## src/rtl/mdu_seq.sv

```systemverilog
// Shared ALU operation encoding, followed by the mdu_seq sequencer that
// drives an external combinational ALU to perform unsigned MUL and DIV
// one bit per step.
package alu_pkg;
  typedef enum logic [1:0] {
    ALU_NOP = 2'd0,
    ALU_ADD = 2'd1,
    ALU_SUB = 2'd2,
    ALU_SLT = 2'd3
  } e_alu_op;
endpackage

module mdu_seq
  import alu_pkg::*;
#(
  parameter int WIDTH = 8
) (
  input  logic             clk,
  input  logic             rst,
  input  logic             req_valid,
  output logic             req_ready,
  input  logic             req_div,
  input  logic [WIDTH-1:0] req_a,
  input  logic [WIDTH-1:0] req_b,
  output logic             rsp_valid,
  input  logic             rsp_ready,
  output logic [WIDTH-1:0] rsp_hi,
  output logic [WIDTH-1:0] rsp_lo,
  output logic             rsp_dbz,
  output e_alu_op          alu_op,
  output logic [WIDTH-1:0] alu_srcA,
  output logic [WIDTH-1:0] alu_srcB,
  input  logic [WIDTH-1:0] alu_result,
  input  logic             alu_zero
);

  localparam int CW = $clog2(WIDTH) + 1;

  typedef enum logic [2:0] {
    S_IDLE,
    S_MUL,
    S_DIV_CMP,
    S_DIV_SUB,
    S_DONE
  } e_state;

  e_state           r_state;
  e_state           w_next;
  logic [WIDTH-1:0] r_acc;
  logic [WIDTH-1:0] r_lo;
  logic [WIDTH-1:0] r_b;
  logic [WIDTH-1:0] r_rs;
  logic             r_ge;
  logic [CW-1:0]    r_cnt;
  logic [WIDTH-1:0] r_hi;
  logic [WIDTH-1:0] r_rspLo;
  logic             r_dbz;

  logic             w_carry;
  logic             w_lastStep;
  logic [WIDTH-1:0] w_rs;
  logic             w_msb;
  logic [WIDTH-1:0] w_mulAcc;
  logic [WIDTH-1:0] w_mulLo;
  logic [WIDTH-1:0] w_divQ;

  // Shift-add carry is recovered from unsigned wrap; the division partial
  // remainder pulls the next dividend bit in, with the bit shifted out of
  // the remainder kept as an implicit ninth bit.
  assign w_carry    = (alu_result < r_acc);
  assign w_lastStep = (r_cnt == CW'(WIDTH - 1));
  assign w_rs       = {r_acc[WIDTH-2:0], r_lo[WIDTH-1]};
  assign w_msb      = r_acc[WIDTH-1];
  assign w_mulAcc   = {w_carry, alu_result[WIDTH-1:1]};
  assign w_mulLo    = {alu_result[0], r_lo[WIDTH-1:1]};
  assign w_divQ     = {r_lo[WIDTH-1:1], r_ge};

  assign req_ready = (r_state == S_IDLE);
  assign rsp_valid = (r_state == S_DONE);
  assign rsp_hi    = r_hi;
  assign rsp_lo    = r_rspLo;
  assign rsp_dbz   = r_dbz;

  // Next-state selection for the sequencer.
  always_comb begin
    w_next = r_state;
    unique case (r_state)
      S_IDLE: begin
        if (req_valid) begin
          if (req_div && (req_b == '0)) w_next = S_DONE;
          else if (req_div)             w_next = S_DIV_CMP;
          else                          w_next = S_MUL;
        end
      end
      S_MUL:     if (w_lastStep) w_next = S_DONE;
      S_DIV_CMP: w_next = S_DIV_SUB;
      S_DIV_SUB: w_next = w_lastStep ? S_DONE : S_DIV_CMP;
      S_DONE:    if (rsp_ready) w_next = S_IDLE;
      default:   w_next = S_IDLE;
    endcase
  end

  // ALU drive derived purely from registered state.
  always_comb begin
    alu_op   = ALU_NOP;
    alu_srcA = '0;
    alu_srcB = '0;
    unique case (r_state)
      S_MUL: begin
        alu_op   = ALU_ADD;
        alu_srcA = r_acc;
        alu_srcB = r_lo[0] ? r_b : '0;
      end
      S_DIV_CMP: begin
        alu_op   = ALU_SLT;
        alu_srcA = r_b;
        alu_srcB = w_rs;
      end
      S_DIV_SUB: begin
        if (r_ge) begin
          alu_op   = ALU_SUB;
          alu_srcA = r_rs;
          alu_srcB = r_b;
        end else begin
          alu_op   = ALU_NOP;
          alu_srcA = r_rs;
        end
      end
      default: begin
        alu_op   = ALU_NOP;
        alu_srcA = '0;
        alu_srcB = '0;
      end
    endcase
  end

  // State register, datapath iteration and response capture on DONE entry.
  always_ff @(posedge clk) begin
    if (rst) begin
      r_state <= S_IDLE;
      r_acc   <= '0;
      r_lo    <= '0;
      r_b     <= '0;
      r_rs    <= '0;
      r_ge    <= 1'b0;
      r_cnt   <= '0;
      r_hi    <= '0;
      r_rspLo <= '0;
      r_dbz   <= 1'b0;
    end else begin
      r_state <= w_next;
      unique case (r_state)
        S_IDLE: begin
          if (req_valid) begin
            r_acc <= '0;
            r_lo  <= req_a;
            r_b   <= req_b;
            r_cnt <= '0;
            if (req_div && (req_b == '0)) begin
              r_hi    <= req_a;
              r_rspLo <= '1;
              r_dbz   <= 1'b1;
            end
          end
        end
        S_MUL: begin
          r_acc <= w_mulAcc;
          r_lo  <= w_mulLo;
          r_cnt <= r_cnt + CW'(1);
          if (w_lastStep) begin
            r_hi    <= w_mulAcc;
            r_rspLo <= w_mulLo;
            r_dbz   <= 1'b0;
          end
        end
        S_DIV_CMP: begin
          r_rs <= w_rs;
          r_ge <= w_msb | alu_zero;
          r_lo <= {r_lo[WIDTH-2:0], 1'b0};
        end
        S_DIV_SUB: begin
          r_acc <= alu_result;
          r_lo  <= w_divQ;
          r_cnt <= r_cnt + CW'(1);
          if (w_lastStep) begin
            r_hi    <= alu_result;
            r_rspLo <= w_divQ;
            r_dbz   <= 1'b0;
          end
        end
        default: begin
        end
      endcase
    end
  end

endmodule

```

## config.mk

```make
export PLATFORM = sky130hd
export DESIGN_NAME = mdu_seq
export DESIGN_NICKNAME = d
export VERILOG_FILES = /design/src/rtl/mdu_seq.sv
export SDC_FILE = /design/constraint.sdc
export NUM_CORES = 1
export LEC_CHECK = 0
export CORE_ASPECT_RATIO = 1.75
export CORE_MARGIN = 2
export CORE_UTILIZATION = 50
export CTS_BUF_LIST = sky130_fd_sc_hd__clkbuf_2
export DETAILED_ROUTE_END_ITERATION = 12
export GPL_ROUTABILITY_DRIVEN = 0
export PLACE_DENSITY = 0.82
export SYNTH_ARGS = -nofsm -noshare
export SYNTH_HDL_FRONTEND = slang
export SYNTH_SLANG_ARGS = --single-unit
export TNS_END_PERCENT = 50
```

## constraint.sdc

```tcl
create_clock -name clk -period 3.5 [get_ports clk]
set_input_delay 0.875 -clock clk [delete_from_list [all_inputs] [get_ports clk]]
set_output_delay 0.875 -clock clk [all_outputs]
set_load 0.005 [all_outputs]
```

==> flow_summary.toml, run 1 <==
[yosys]
synth_cell_area_sq_um = 2968
synthesis.area_per_instance_sq_um = 7.831
postSynthNetCount = 417
synth-warning-count = 0
post_synth_main_area_contributors = "sky130_fd_sc_hd__dfxtp_1 38%, sky130_fd_sc_hd__nand2_1 8.5%, sky130_fd_sc_hd__nor2_1 6.8%"
synth.lib_cells_used.distinct = 39
ys_async_sr_fraction = 0
synth_seq_area_share = 0.3845
synthesized_flop_and_latch_total = 57
synth-edff-count = 0
synthFlopType = "sky130_fd_sc_hd__dfxtp_1"
syn-instance-count = 379
synth.top_cell.area_share = 0.3845
synthDominantAreaCellType = "sky130_fd_sc_hd__dfxtp_1"

[global_route]
global_route.usage.total = 0.2724
grt_pass1_wl_mm = 14.13
number_of_global_route_vias_before_repair = 2905
number_of_antenna_violations_at_the_first_check_in_global_routing = 0
grt_overflow_total = 0
pin_count_of_the_biggest_net_entering_global_routing = 58

[floorplan]
die_area_sq_um = 6592
fp-row-count = 37
core_region_area_sq_um = 5787
initial_utilization = 0.5129
floorplan.die.width_um = 62.24
dieHeight_um = 105.9
top_level_ports = 67

[power_and_ir_drop]
leakage_uw = 0.001417
p_seq_frac = 0.467
netSwitchingFraction = 0.3677
post-layout-total-power_uw = 1726
intPower_uw = 1091
share_comb_of_total_power = 0.332
p_sw_uw = 634.5
worst_ir_drop_vdd_mv = 0.2648
clkPwrFrac = 0.201
power.density_cell_area_nw_per_um2 = 459.7

[drt]
post_drt_wl_per_cell_um = 16.28
drt_pass1_iterations = 5
wirelength_mm = 8.531
drc = 0
drt.antenna.violating_nets = 0
first_iter_violations = 291
drt-vias-per-instance = 5.819
via_count = 3049

[clock_network]
cts-buffers-inserted = 9
clk-insertion-delay-late_ns = 0.51
cts.hold.buffers_added = 0
worst_setup_hold_path_clk_slew_ns = 0.17
htreeDepth = 3
post_cts.resized_instances = 0
cts_tree = "yes"
clock-sinks = 57
post-cts-setup-buffer-count = 0
clk_path_buf_depth = 2
clk_root_buffer_cell = "sky130_fd_sc_hd__clkbuf_2"

[cells_and_area]
areaGrowthSynthToFinish_pct = 26.48
final_area_sq_um = 3754
insertedDiodeCount = 0
nNetsFinal = 479
fill_cells = 487
post_route_cells_drive_above_1_share = 0.09641

[sta]
slew_headroom = 0.2996
finalCritPeriodShare = 0.9495
timing.final.setup_violations = 0
hold_viol = 0
tightest_slew_ns = 1.051
postLayoutSetupSlackWorst_ns = 0.1766
period_minus_slack_ns = 3.323
report.final.slew_viol_count = 0
fin_setup_tns_ns = 0
max_clock_freq_mhz = 300.9
grt_setup_unrepaired = "no"
final.setup_skew_ns = 0.02120

[worst_setup_path]
cpPeakStageDelay_ns = 0.55
critical_path_buf_inv_count = 2
path_delay_family = "buffers and inverters"
timing.critical_path.mode_cell = "sky130_fd_sc_hd__nand2_1"
critical_path.endpoint_type = "output port"
timing.critical_path.from_type = "flip-flop"
crit_slowest_cell = "sky130_fd_sc_hd__dfxtp_1"
crit_path_cell_trace = "buf_4, nor2_2, a22o_1, nand2_1, nand2_1, clkdlybuf4s50_1"
crit_type = "flip-flop to output port"
required_time_worst_endpoint_ns = 2.62
arrival_time_at_the_worst_endpoint_ns = 2.45
crit_fanout = 24

[status]
status = "finished clean"

[min_path]
worstHoldPathType = "flip-flop to flip-flop"

[run]
max_cap_viol_count = 0

[placed_design]
hpwlAfterDp_mm = 6.190
pre_cts_slack_ns = 0.6451
portBuffers = 66
placed_area_sq_um = 3665
layout make-up:
type	count	area, sq um	area share
Clock buffer	10	50.05	0.01333
Clock inverter	6	35.03	0.009333
Inverter	11	41.29	0.01100
Multi-Input combinational cell	287	1665	0.4437
Sequential cell	57	1141	0.3040
Tap cell	78	97.59	0.02600
Timing Repair Buffer	75	723.2	0.1927
worst reg2reg max path: stages, from the launching register on:
cell                       delay, ns
sky130_fd_sc_hd__dfxtp_1        0.44
sky130_fd_sc_hd__buf_4          0.28
sky130_fd_sc_hd__nand2b_1       0.17
sky130_fd_sc_hd__a21o_1         0.35
sky130_fd_sc_hd__a221oi_2       0.24
sky130_fd_sc_hd__buf_4          0.32
sky130_fd_sc_hd__mux2i_1        0.24
sky130_fd_sc_hd__nor2_1         0.05
power groups by stage:
stage	Combinational (uW)	Sequential, uW	Clock [uW]
floorplan	362	794	0
global placement	550	814	0
detailed placement	564	816	0
CTS	569	802	351
global route	629	814	385
finish	573	805	347
registers in the layout (all words and copies together), names as in the netlist:
register / flops
r_acc: 8
r_b: 8
r_cnt: 4
r_ge: 1
r_lo: 8
r_rs: 8
r_state: 3
rsp_dbz: 1
rsp_hi: 8
rsp_lo: 8
cell usage in the layout (no fill, tap or decap), types with 2 or more instances in the layout:
cell,synthesis,layout
sky130_fd_sc_hd__clkbuf_2,0,10
sky130_fd_sc_hd__nand3_1,2,2
sky130_fd_sc_hd__a311oi_1,2,2
sky130_fd_sc_hd__a21oi_1,33,33
sky130_fd_sc_hd__nand4_1,3,3
sky130_fd_sc_hd__mux2_2,3,3
sky130_fd_sc_hd__clkdlybuf4s50_1,0,65
sky130_fd_sc_hd__a211oi_1,10,10
sky130_fd_sc_hd__nor2_1,54,53
sky130_fd_sc_hd__inv_1,11,11
sky130_fd_sc_hd__mux2i_1,15,15
sky130_fd_sc_hd__o21ai_0,14,14
sky130_fd_sc_hd__nand3b_1,2,2
sky130_fd_sc_hd__clkinv_2,0,3
sky130_fd_sc_hd__nand2b_1,5,5
sky130_fd_sc_hd__nor4_2,2,2
sky130_fd_sc_hd__nand2_1,67,67
sky130_fd_sc_hd__o211ai_1,7,7
sky130_fd_sc_hd__o21bai_1,2,2
sky130_fd_sc_hd__a22oi_1,23,23
sky130_fd_sc_hd__nor2_2,8,9
sky130_fd_sc_hd__nor3_1,6,6
sky130_fd_sc_hd__a21o_1,9,9
sky130_fd_sc_hd__buf_4,0,9
sky130_fd_sc_hd__dfxtp_1,57,57
sky130_fd_sc_hd__ha_1,8,8
Yosys cell counts (3+ instances only):
library cell and n:
sky130_fd_sc_hd__nand2_1 67, sky130_fd_sc_hd__dfxtp_1 57, sky130_fd_sc_hd__nor2_1 54, sky130_fd_sc_hd__a21oi_1 33, sky130_fd_sc_hd__a22oi_1 23, sky130_fd_sc_hd__mux2i_1 15
sky130_fd_sc_hd__o21ai_0 14, sky130_fd_sc_hd__clkbuf_1 13, sky130_fd_sc_hd__inv_1 11, sky130_fd_sc_hd__a211oi_1 10, sky130_fd_sc_hd__a21o_1 9, sky130_fd_sc_hd__buf_2 8
sky130_fd_sc_hd__ha_1 8, sky130_fd_sc_hd__nor2_2 8, sky130_fd_sc_hd__o211ai_1 7, sky130_fd_sc_hd__nor3_1 6, sky130_fd_sc_hd__nand2b_1 5, sky130_fd_sc_hd__mux2_2 3
sky130_fd_sc_hd__nand4_1 3
kinds of logic after synthesis:
| group | count (synthesis) | share of synthesized area |
|---|---|---|
| adders and majority gates | 8 | 0.03373 |
| and+or+nand+nor | 154 | 0.2260 |
| buffers and inverters | 35 | 0.05565 |
| AOI/OAI and AO/OA | 107 | 0.2382 |
| muxes | 18 | 0.06197 |
| DFF | 57 | 0.3845 |
metal layers:
layer / vias up / share of wire / GRT usage
met5: - / 0 / 0
met4: 0 / 0.032 / 0.1524
met3: 22 / 0.050 / 0.04656
met2: 110 / 0.53 / 0.4868
met1: 1465 / 0.38 / 0.3029
li1: 1452 / - / -
final timing paths:
path / startpoint / end / slack (ns) / depth (start not counted)
worst max-delay path: r_state[1] / alu_srcB[3] / 0.18 / 6
worst min register to register: r_rs[0] / r_rs[0] / 0.47 / 2
worst max register to register: r_state[1] / rsp_hi[6] / 1.26 / 7
worst min-delay path: r_rs[0] / r_rs[0] / 0.47 / 2
through the flow:
| stage | hold WS (ns) | std cells | util |
|---|---|---|---|
| finish | 0.4717 | 524 | 0.6486 |
| global route | 0.4961 | 524 | 0.6486 |
| CTS | 0.4665 | 524 | 0.6480 |
| detailed placement | 0.4441 | 508 | 0.6333 |
| global placement | 0.4343 | 508 | 0.6333 |
| floorplan | 0.4183 | 379 | - |
No activity file was read; power rests on OpenSTA's default activity.
==> run 2: changes to the inputs <==
CORE_UTILIZATION = 56   (was 50)
PLACE_DENSITY = 0.91   (was 0.82)
==> flow_summary.toml, run 2 (synthesized netlist as in run 1, its figures left out) <==
[sta]
tightest_slew_ns = 1.045
grt_setup_unrepaired = "no"
report.final.slew_viol_count = 0
postLayoutSetupSlackWorst_ns = 0.2151
slew_headroom = 0.3031
hold_viol = 0
fin_hold_ws_ns = 0.4673
max_clock_freq_mhz = 304.4
period_minus_slack_ns = 3.285
timing.final.setup_violations = 0
final.setup_skew_ns = 0.01530
fin_setup_tns_ns = 0
finalCritPeriodShare = 0.9386

[min_path]
worstHoldPathType = "flip-flop to flip-flop"
hold-path-cell-count = 2

[clock_network]
clk_path_buf_depth = 2
cts_tree = "yes"
clk_root_buffer_cell = "sky130_fd_sc_hd__clkbuf_2"
post-cts-setup-buffer-count = 0
clk-insertion-delay-late_ns = 0.51
worst_setup_hold_path_clk_slew_ns = 0.16
htreeDepth = 3
cts-buffers-inserted = 9
clock-sinks = 57

[cells_and_area]
commonest_non_fill_non_tap_cells_in_the_layout = "67 x sky130_fd_sc_hd__nand2_1, 65 x sky130_fd_sc_hd__clkdlybuf4s50_1, 56 x sky130_fd_sc_hd__dfxtp_1, 53 x sky130_fd_sc_hd__nor2_1, 33 x sky130_fd_sc_hd__a21oi_1"
areaGrowthSynthToFinish_pct = 26.18
multi_input_comb_area_sq_um = 1665
fill_cells = 390
final_cells = 501
nNetsFinal = 479
layout.area.seq_sq_um = 1142
layout_commonest_cell = "sky130_fd_sc_hd__nand2_1"
post_route_cells_drive_above_1_share = 0.09865
insertedDiodeCount = 0

[global_route]
number_of_antenna_violations_at_the_first_check_in_global_routing = 0
pin_count_of_the_biggest_net_entering_global_routing = 58
grt_pass1_wl_mm = 13.72
global_route.usage.total = 0.3091
number_of_global_route_vias_before_repair = 2943
grt_overflow_total = 0

[floorplan]
dieHeight_um = 100.3
top_level_ports = 67
fp-row-count = 35
core_region_area_sq_um = 5167
initial_utilization = 0.5743
floorplan.die.width_um = 59.03
die_area_sq_um = 5921

[drt]
wirelength_mm = 8.536
drt.antenna.violating_nets = 0
drc = 0
post_drt_wl_per_cell_um = 17.04
first_iter_violations = 222
drt-vias-per-instance = 6.216
via_count = 3114
drt_pass1_iterations = 5

[run]
max_cap_viol_count = 0

[worst_setup_path]
crit_fanout = 9
timing.critical_path.from_type = "flip-flop"
worstRegToRegCells = 7
critical_path.endpoint_type = "output port"
required_time_worst_endpoint_ns = 2.62
arrival_time_at_the_worst_endpoint_ns = 2.41
crit_type = "flip-flop to output port"

[status]
status = "finished clean"

[placed_design]
pre_cts_slack_ns = 0.5950
portBuffers = 66
hpwlAfterDp_mm = 6.138
post-place-cells = 485

[power_and_ir_drop]
worst_ir_drop_vdd_mv = 0.3426
leakage_uw = 0.001432
power.density_cell_area_nw_per_um2 = 479.3
-- run 2: cell type report --
class | count | area share
well taps | 55 | 0.01838
inverters | 11 | 0.01103
flip-flops and latches | 57 | 0.3050
repair buffers | 75 | 0.1931
clock buffers | 12 | 0.01604
clock inverters | 4 | 0.01169
multi-input cells | 287 | 0.4447
-- run 2: metal layers --
metal / GRT usage / routed length (um)
met4: 0.2098 / 551
met2: 0.5060 / 4324
met5: 0 / 0
met1: 0.3492 / 2983
met3: 0.06314 / 676
-- run 2: path summary, 6_finish.rpt --
kind / slack, ns / to / startpoint
setup / recovery: 0.22 / alu_srcB[4] / r_state[0]
hold reg to reg: 0.47 / r_rs[1] / r_rs[1]
setup reg to reg: 1.31 / rsp_hi[1] / r_state[1]
hold / removal: 0.47 / r_rs[1] / r_rs[1]
-- run 2: metrics by stage --
stage | area, sq um | utilization | total power [uW]
6_report | 3745 | 0.7247 | 1795
5_1_grt | 3745 | 0.7247 | 1890
4_1_cts | 3740 | 0.7237 | 1778
3_5_place_dp | 3636 | 0.7036 | 1380
3_3_place_gp | 3636 | 0.7036 | 1358
2_1_floorplan | 2968 | - | 1156
-- run 2: worst max-delay path: stages (launching register included) --
cell	delay, ns
sky130_fd_sc_hd__dfxtp_1	0.52
sky130_fd_sc_hd__inv_1	0.19
sky130_fd_sc_hd__nor2_2	0.15
sky130_fd_sc_hd__a22o_1	0.34
sky130_fd_sc_hd__nand2_1	0.12
sky130_fd_sc_hd__nand2_1	0.09
sky130_fd_sc_hd__clkdlybuf4s50_1	0.50
-- run 2: repair_timing --
item	4_1_cts	5_1_grt
setup endpoints to repair	0	9
resized for setup	0	3
hold buffers	0	0
-- run 2: report_power, final --
group	switching [uW]	leakage, uW	internal (uW)
clock	244	0.0000734	170
sequential	84.2	0.000466	729
combinational	297	0.000892	272
